### src/rtl/rr_mux_arbiter.sv
// rr_mux_arbiter
//   Round-robin arbiter and capture stage for four requesters whose data
//   words go through an external 4:1 mux (Mux_4x1). The arbiter drives the
//   mux select, takes the mux output back and registers the chosen word.
//   The word is then presented on one valid/ready output channel, tagged
//   with the index of the port it came from.
//
// Optional feature (macro RR_MUX_ARBITER_CNT_EN):
//   adds the grant_cnt port and one saturating accepted-grant counter per
//   port. When the macro is undefined, the port and the counters are absent.
//
// Ports:
//   clk        in   single clock, rising edge
//   rst_n      in   asynchronous active-low reset
//   req_valid  in   [3:0] per-port request (port i -> Mux_4x1 in(i+1))
//   req_ready  out  [3:0] one-hot accept pulse, word on port i taken
//   sel        out  [1:0] registered select to Mux_4x1.sel
//   mux_out    in   [DATA_W-1:0] from Mux_4x1.out
//   out_data   out  [DATA_W-1:0] captured word
//   out_src    out  [1:0] port index of out_data
//   out_valid  out  out_data/out_src valid
//   out_ready  in   downstream accept
//   grant_cnt  out  [4*CNT_W-1:0] per-port grant counters (macro only)
module rr_mux_arbiter #(
  parameter int DATA_W = 32,
  parameter int CNT_W  = 16
) (
  input  logic              clk,
  input  logic              rst_n,
  input  logic [3:0]        req_valid,
  output logic [3:0]        req_ready,
  output logic [1:0]        sel,
  input  logic [DATA_W-1:0] mux_out,
  output logic [DATA_W-1:0] out_data,
  output logic [1:0]        out_src,
  output logic              out_valid,
  input  logic              out_ready
`ifdef RR_MUX_ARBITER_CNT_EN
  ,
  output logic [4*CNT_W-1:0] grant_cnt
`endif
);

  typedef enum logic [1:0] {IDLE, SEL, HOLD} state_t;

  state_t     state, state_nxt;
  logic [1:0] src;         // granted port; also drives the mux select
  logic [1:0] last_grant;  // last port whose word was actually captured
  logic [1:0] winner;
  logic       any_req;
  logic       load_sel;
  logic       capture;
  logic       release_out;

  // Pick the first requesting port after 'last', wrapping modulo 4.
  function automatic logic [1:0] rr_pick(input logic [3:0] req,
                                         input logic [1:0] last);
    logic [1:0] idx;
    logic [1:0] pick;
    logic       found;
    pick  = last;
    found = 1'b0;
    for (int k = 1; k <= 4; k++) begin
      idx = last + 2'(k);
      if (!found && req[idx]) begin
        pick  = idx;
        found = 1'b1;
      end
    end
    return pick;
  endfunction

  assign any_req = |req_valid;
  assign winner  = rr_pick(req_valid, last_grant);
  assign sel     = src;

  // Next state, accept pulse and register-load strobes.
  always_comb begin
    state_nxt   = state;
    load_sel    = 1'b0;
    capture     = 1'b0;
    release_out = 1'b0;
    req_ready   = 4'b0000;
    case (state)
      IDLE: begin
        if (any_req) begin
          load_sel  = 1'b1;
          state_nxt = SEL;
        end
      end
      SEL: begin
        // A request withdrawn during SEL is dropped without a grant.
        if (req_valid[src]) begin
          req_ready[src] = 1'b1;
          capture        = 1'b1;
          state_nxt      = HOLD;
        end else begin
          state_nxt = IDLE;
        end
      end
      HOLD: begin
        if (out_ready) begin
          release_out = 1'b1;
          if (any_req) begin
            load_sel  = 1'b1;
            state_nxt = SEL;
          end else begin
            state_nxt = IDLE;
          end
        end
      end
      default: state_nxt = IDLE;
    endcase
  end

  // State, select and capture registers.
  always_ff @(posedge clk or negedge rst_n) begin
    if (!rst_n) begin
      state      <= IDLE;
      src        <= 2'd0;
      last_grant <= 2'd3;
      out_data   <= '0;
      out_src    <= 2'd0;
      out_valid  <= 1'b0;
    end else begin
      state <= state_nxt;
      if (load_sel) src <= winner;
      if (capture) begin
        out_data   <= mux_out;
        out_src    <= src;
        out_valid  <= 1'b1;
        last_grant <= src;
      end else if (release_out) begin
        out_valid <= 1'b0;
      end
    end
  end

`ifdef RR_MUX_ARBITER_CNT_EN
  function automatic logic [CNT_W-1:0] sat_inc(input logic [CNT_W-1:0] v);
    return (&v) ? v : v + 1'b1;
  endfunction

  // Grant counters, saturating at all-ones and cleared only by reset.
  for (genvar i = 0; i < 4; i++) begin : g_cnt
    always_ff @(posedge clk or negedge rst_n) begin
      if (!rst_n) begin
        grant_cnt[i*CNT_W +: CNT_W] <= '0;
      end else if (req_ready[i]) begin
        grant_cnt[i*CNT_W +: CNT_W] <= sat_inc(grant_cnt[i*CNT_W +: CNT_W]);
      end
    end
  end
`endif

endmodule

### config.mk
export PLATFORM = sky130hd
export DESIGN_NAME = rr_mux_arbiter
export DESIGN_NICKNAME = d
export VERILOG_FILES = /design/src/rtl/rr_mux_arbiter.sv
export SDC_FILE = /design/constraint.sdc
export NUM_CORES = 1
export LEC_CHECK = 0
export CAP_MARGIN = 10
export CORE_MARGIN = 5
export CORE_UTILIZATION = 43
export DETAILED_ROUTE_END_ITERATION = 16
export PLACE_DENSITY = 0.88
export SLEW_MARGIN = 20
export SYNTH_ARGS = -nofsm -noshare
export SYNTH_HDL_FRONTEND = slang
export SYNTH_SLANG_ARGS = --single-unit
### constraint.sdc
create_clock -name clk -period 3.58 [get_ports clk]
set_input_delay 0.716 -clock clk [delete_from_list [all_inputs] [get_ports clk]]
set_output_delay 0.716 -clock clk [all_outputs]
set_load 0.02 [all_outputs]
## Word-level counts from Yosys, hierarchy flattened

Cells that the tools add are included.

- Add/sub/neg operators: 3
- Mux-type cells: 35
- Reductions and logical operators: 11
- $lt $le $gt $ge: 6
- Eq/ne operators: 4

Operator list:

| operator | count |
|---|---|
| $mux W1 | 18 |
| $lt A2 B3 Y1 const B | 5 |
| $mux W2 | 7 |
| $bmux W1 S2 | 5 |
| $mux W4 | 2 |
| $pmux W2 S3 | 1 |
| $add A2 B2 Y2 const B | 2 |
| $logic_and A1 B1 Y1 | 4 |
| $ne A2 B2 Y1 const B | 2 |
| $reduce_or A4 Y1 | 1 |
| $logic_not A1 Y1 | 3 |
| $add A2 B1 Y2 const B | 1 |
| $demux W1 S2 | 1 |
| $eq A2 B1 Y1 const B | 1 |
| $eq A2 B2 Y1 const B | 1 |
| $ge A2 B1 Y1 const B | 1 |
| $logic_not A2 Y1 | 1 |
| $pmux W1 S2 | 1 |
| $reduce_and A2 Y1 | 1 |
| $reduce_bool A2 Y1 | 1 |

- Flip-flop bits (word level): 41
- Bits of input ports: 39
- Output and inout bits: 41

## Logic depth before layout (Yosys ltp)

Gate-level depths: netlist of the first run.

- Word-level depth: 13
- Depth in mapped cells: 6

## Worst setup path after synthesis of the first run

No wires, ideal clock.

- Path type: reg-to-output
- Start point: reg src[0], in the netlist sel[0]
- End point: out req_ready[0]
- Required time: 2.864 ns
- Arrival: 1.487 ns
- Cell stages (with the launch flop): 4
- Buffers on the path: 0
- Setup slack: 1.377 ns
- Cells stage by stage: dfrtp_1 > or3b_1 > or2_2 > nor2_1

- Longest elaborated chain between the ends: 6
- Elaborated cells between the ends (all ways): 9
- Those cells by class: order compare: 2; mux: 6; reduce/logical: 1

Ends and longest elaborated chain:

| element | line | text |
|---|---|---|
| from (decl) | 47 | `logic [1:0] src;` |
| from (signal assigned) | 127 | `if (load_sel) src <= winner;` |
| $lt A2 B3 Y1 (not written as such) or $ge A2 B1 Y1 (tied branches) | 94 | `req_ready[src] = 1'b1;` |
| $logic_and A1 B1 Y1 (not written as such) | 94 |  |
| $mux W1 (not written as such) | 94 |  |
| $demux W1 S2 | 94 |  |
| $mux W4 * | 93 | `if (req_valid[src]) begin` |
| $mux W4 * | 84 | `case (state)` |
| to (decl) | 31 | `output logic [3:0] req_ready,` |

Mark *: on every way between the ends. The rest lies on a longest branch, timed or not. The select of a mux whose other input is x is not followed.

## Worst setup path after layout of the first run

- Start point: in req_valid[2]
- End point: out req_ready[2]

- Longest elaborated chain between the ends: 4

Ends and longest elaborated chain:

| element | line | text |
|---|---|---|
| from (decl) | 30 | `input logic [3:0] req_valid,` |
| $bmux W1 S2 | 93 |  |
| $mux W1 (not written as such) | 93 |  |
| $mux W4 | 93 |  |
| $mux W4 | 84 |  |

No other way between the ends. The select of a mux whose other input is x is not followed.

==> results of run 1 <==
worst max-delay path, cell delays in order:
cell and delay (ps):
clkdlybuf4s50_1 560, mux2i_1 160, or2_2 360, nor2_1 120, clkdlybuf4s50_1 610
metal layers:
layer | wire (um) | vias up
met3 | 446 | 6
met1 | 1520 | 593
met2 | 1980 | 55
met4 | 48 | 0
li1 | - | 578
met5 | 0 | -
report_power, final:
part / internal [mW] / switching (mW) / total [mW]
clock: 0.157 / 0.142 / 0.299
sequential: 0.712 / 0.149 / 0.861
combinational: 0.715 / 0.610 / 1.33
total: 1.58 / 0.901 / 2.49
sequential cells by signal (all words and copies together), names as in the netlist:
signal and cells:
sel 2, state 2, out_data 32, last_grant 2, out_valid 1, out_src 2
final cells by class:
| type | instances | area share [%] |
|---|---|---|
| Sequential cell | 41 | 39.7 |
| Clock buffer | 8 | 3.48 |
| Inverter | 4 | 0.580 |
| Tap cell | 48 | 2.32 |
| Timing Repair Buffer | 80 | 30.6 |
| Multi-Input combinational cell | 68 | 23.3 |
Yosys cell counts:
cell type	n
a21o_1	3
a21oi_1	1
a221oi_1	1
a22oi_1	1
a31oi_1	1
buf_6	4
dfrtp_1	39
dfstp_2	2
inv_1	4
mux2_2	32
mux2i_1	4
nand2_1	2
nand2b_1	1
nand3b_1	2
nor2_1	4
nor2b_1	1
nor3_1	5
nor3b_1	1
nor4_1	1
o211ai_1	1
o21ai_0	3
o22ai_4	1
or2_2	2
or3b_1	1
layout by cell type, fill, tap and decap left out, drive strengths merged:
cell / Yosys / layout
nand3b: 2 / 2
nor3b: 1 / 1
a21o: 3 / 3
a22oi: 1 / 1
inv: 4 / 4
o22ai: 1 / 1
nor2b: 1 / 1
nand2: 2 / 2
o211ai: 1 / 1
a31oi: 1 / 1
nor2: 4 / 4
a221oi: 1 / 1
or2: 2 / 2
mux2i: 4 / 4
buf: 4 / 2
clkbuf: 0 / 8
dfrtp: 39 / 39
nand2b: 1 / 1
nor4: 1 / 1
mux2: 32 / 32
o21ai: 3 / 3
nor3: 5 / 5
dfstp: 2 / 2
or3b: 1 / 1
a21oi: 1 / 1
clkdlybuf4s50: 0 / 78
cell families (layout without fill, tap and decap cells):
family	count (synthesis)	after routing	synth area share [%]
flip-flops	41	41	60.8
multiplexers	36	36	23.7
AO/OA/AOI/OAI	12	12	5.47
AND/OR/NAND/NOR	20	20	6.51
buffers and inverters	8	92	3.55
per-stage QoR:
step | std cells | total power, mW | utilization (%)
6_report | 249 | 2.49 | 69.2
3_3_place_gp | 241 | 2.16 | 66.8
5_1_grt | 249 | 2.65 | 69.2
2_1_floorplan | 117 | 1.63 | -
4_1_cts | 249 | 2.52 | 69.2
3_5_place_dp | 241 | 2.21 | 66.8
worst max path at each step:
stage | slack, ps | start | depth (start not counted) | end
6_report | 330 | req_valid[2] | 5 | req_ready[2]
5_1_grt | 260 | req_valid[0] | 5 | req_ready[2]
4_1_cts | 320 | req_valid[2] | 5 | req_ready[2]
3_5_place_dp | 320 | req_valid[2] | 5 | req_ready[2]
3_3_place_gp | 420 | req_valid[2] | 5 | req_ready[2]
2_1_floorplan | 1380 | sel[0]$_DFFE_PN0P_ | 3 | req_ready[0]
==> impl_metrics.toml, run 1 <==
[detailed_routing]
wire_per_inst_um = 16.1
dr.pass1.iters = 3
drtIter0Drc = 36
routed_wl_um = 4000
postRouteAntennaNets = 0
viasPerCell = 4.95
vias = 1232
route.detailed.drc = 0

[sta]
setup_viol = 0
tightest_slew_ps = 877
finClkSkew_ps = 3.28
finalSetupTns_ps = 0
worst_slack_ps = 333
max_freq_mhz = 308
rsz0062_at_grt = "no"
hold_ws_ps = 481
finalHoldViolations = 0
maxSlewViolCount = 0
relSlewSlack_pct = 41.6
finalCritPeriodShare_pct = 90.7
min_period_ps = 3250

[yosys]
synth_cells = 117
synthTopCellsByArea = "dfrtp_1 58%, mux2_2 21%, dfstp_2 3.1%, buf_6 2.7%, mux2i_1 2.4%"
ys_seq_elements = 41
syn_area_per_cell_sq_um = 14.5
ys_types = 24
synth_largest_area_cell = "dfrtp_1"
synth-seq-area-share_pct = 60.8
yosysWarnings = 0
syn_area_sq_um = 1690
syn_nets = 156
yosysTopAreaCellShare_pct = 57.7

[power_and_ir_drop]
p_per_area_nw_per_um2 = 960
peakVddDrop_uv = 598
leakage_nw = 1.06

[setup_path]
worstReg2RegStart = "state[1]$_DFFE_PN0P_"
rr_endpoint = "out_data[17]$_DFFE_PN0P_"
reg2reg_depth = 4
cp_max_fo = 5
end_kind = "output pin"
rrSetupSlack_ps = 1430
crit_arrival_ps = 2530
cp.required_ps = 2860
start_kind = "primary input"
criticalPathCategory = "primary input to output pin"

[cts]
clk_pin_slew_ps = 70
cts_setup_buffers = 0
cts_buffers = 5
numClockSinks = 41
clk-insertion-delay-late_ps = 280
h-tree-depth = 2
cts_buffer_depth = 2
cts_tree = "built"
cts_resized = 0
postCtsHoldBufs = 0
root_buffer = "clkbuf_8"

[cells_and_area]
fill_cells = 289
regArea_sq_um = 1030
design_area_sq_um = 2590
fin_nets = 239
area_growth_pct = 53.1
diodes = 0
layout-drive-gt1-share_pct = 22.4
multiInputGateArea_sq_um = 603

[global_routing]
grt_overflow = 0
gr-usage-all-layers_pct = 16.6
grt_max_degree = 42
grt_util_met3_pct = 8.26
grt_pass1_wl_um = 6660
antenna_found_initial = 0
use_met1_pct = 18.1
grt_pass1_vias = 1388
grt_use_met2_pct = 28.2
busiest_layer = "met2"

[worst_hold_path]
worstHoldStart = "out_valid$_DFFE_PN0P_"
holdPathEnd = "out_valid$_DFFE_PN0P_"
hold_depth = 1
hold_path_class = "flop to flop"

[outcome]
status = "finished, final reports clean"

[placed_design]
port_buffers = 79
gp_congestion = 0.929
pre_cts_slack_ps = 323
dp_hpwl_um = 3120
dpl-instance-area_sq_um = 2500

[floorplanning]
pin_count = 80
start_util_pct = 45.2
fp.coreArea_sq_um = 3740
fp.dieH_um = 72.7
die_area_sq_um = 5290
rows = 22
fp.dieW_um = 72.7

[flow_run]
cap_viol_max_count = 0
No activity file was read; power rests on OpenSTA's default activity.
==> inputs of run 2 (changes only) <==
Settings changed: CTS_CLUSTER_SIZE set to 10.
==> results of run 2 <==
Final layout, timing and power as in run 1 (identical DEF).
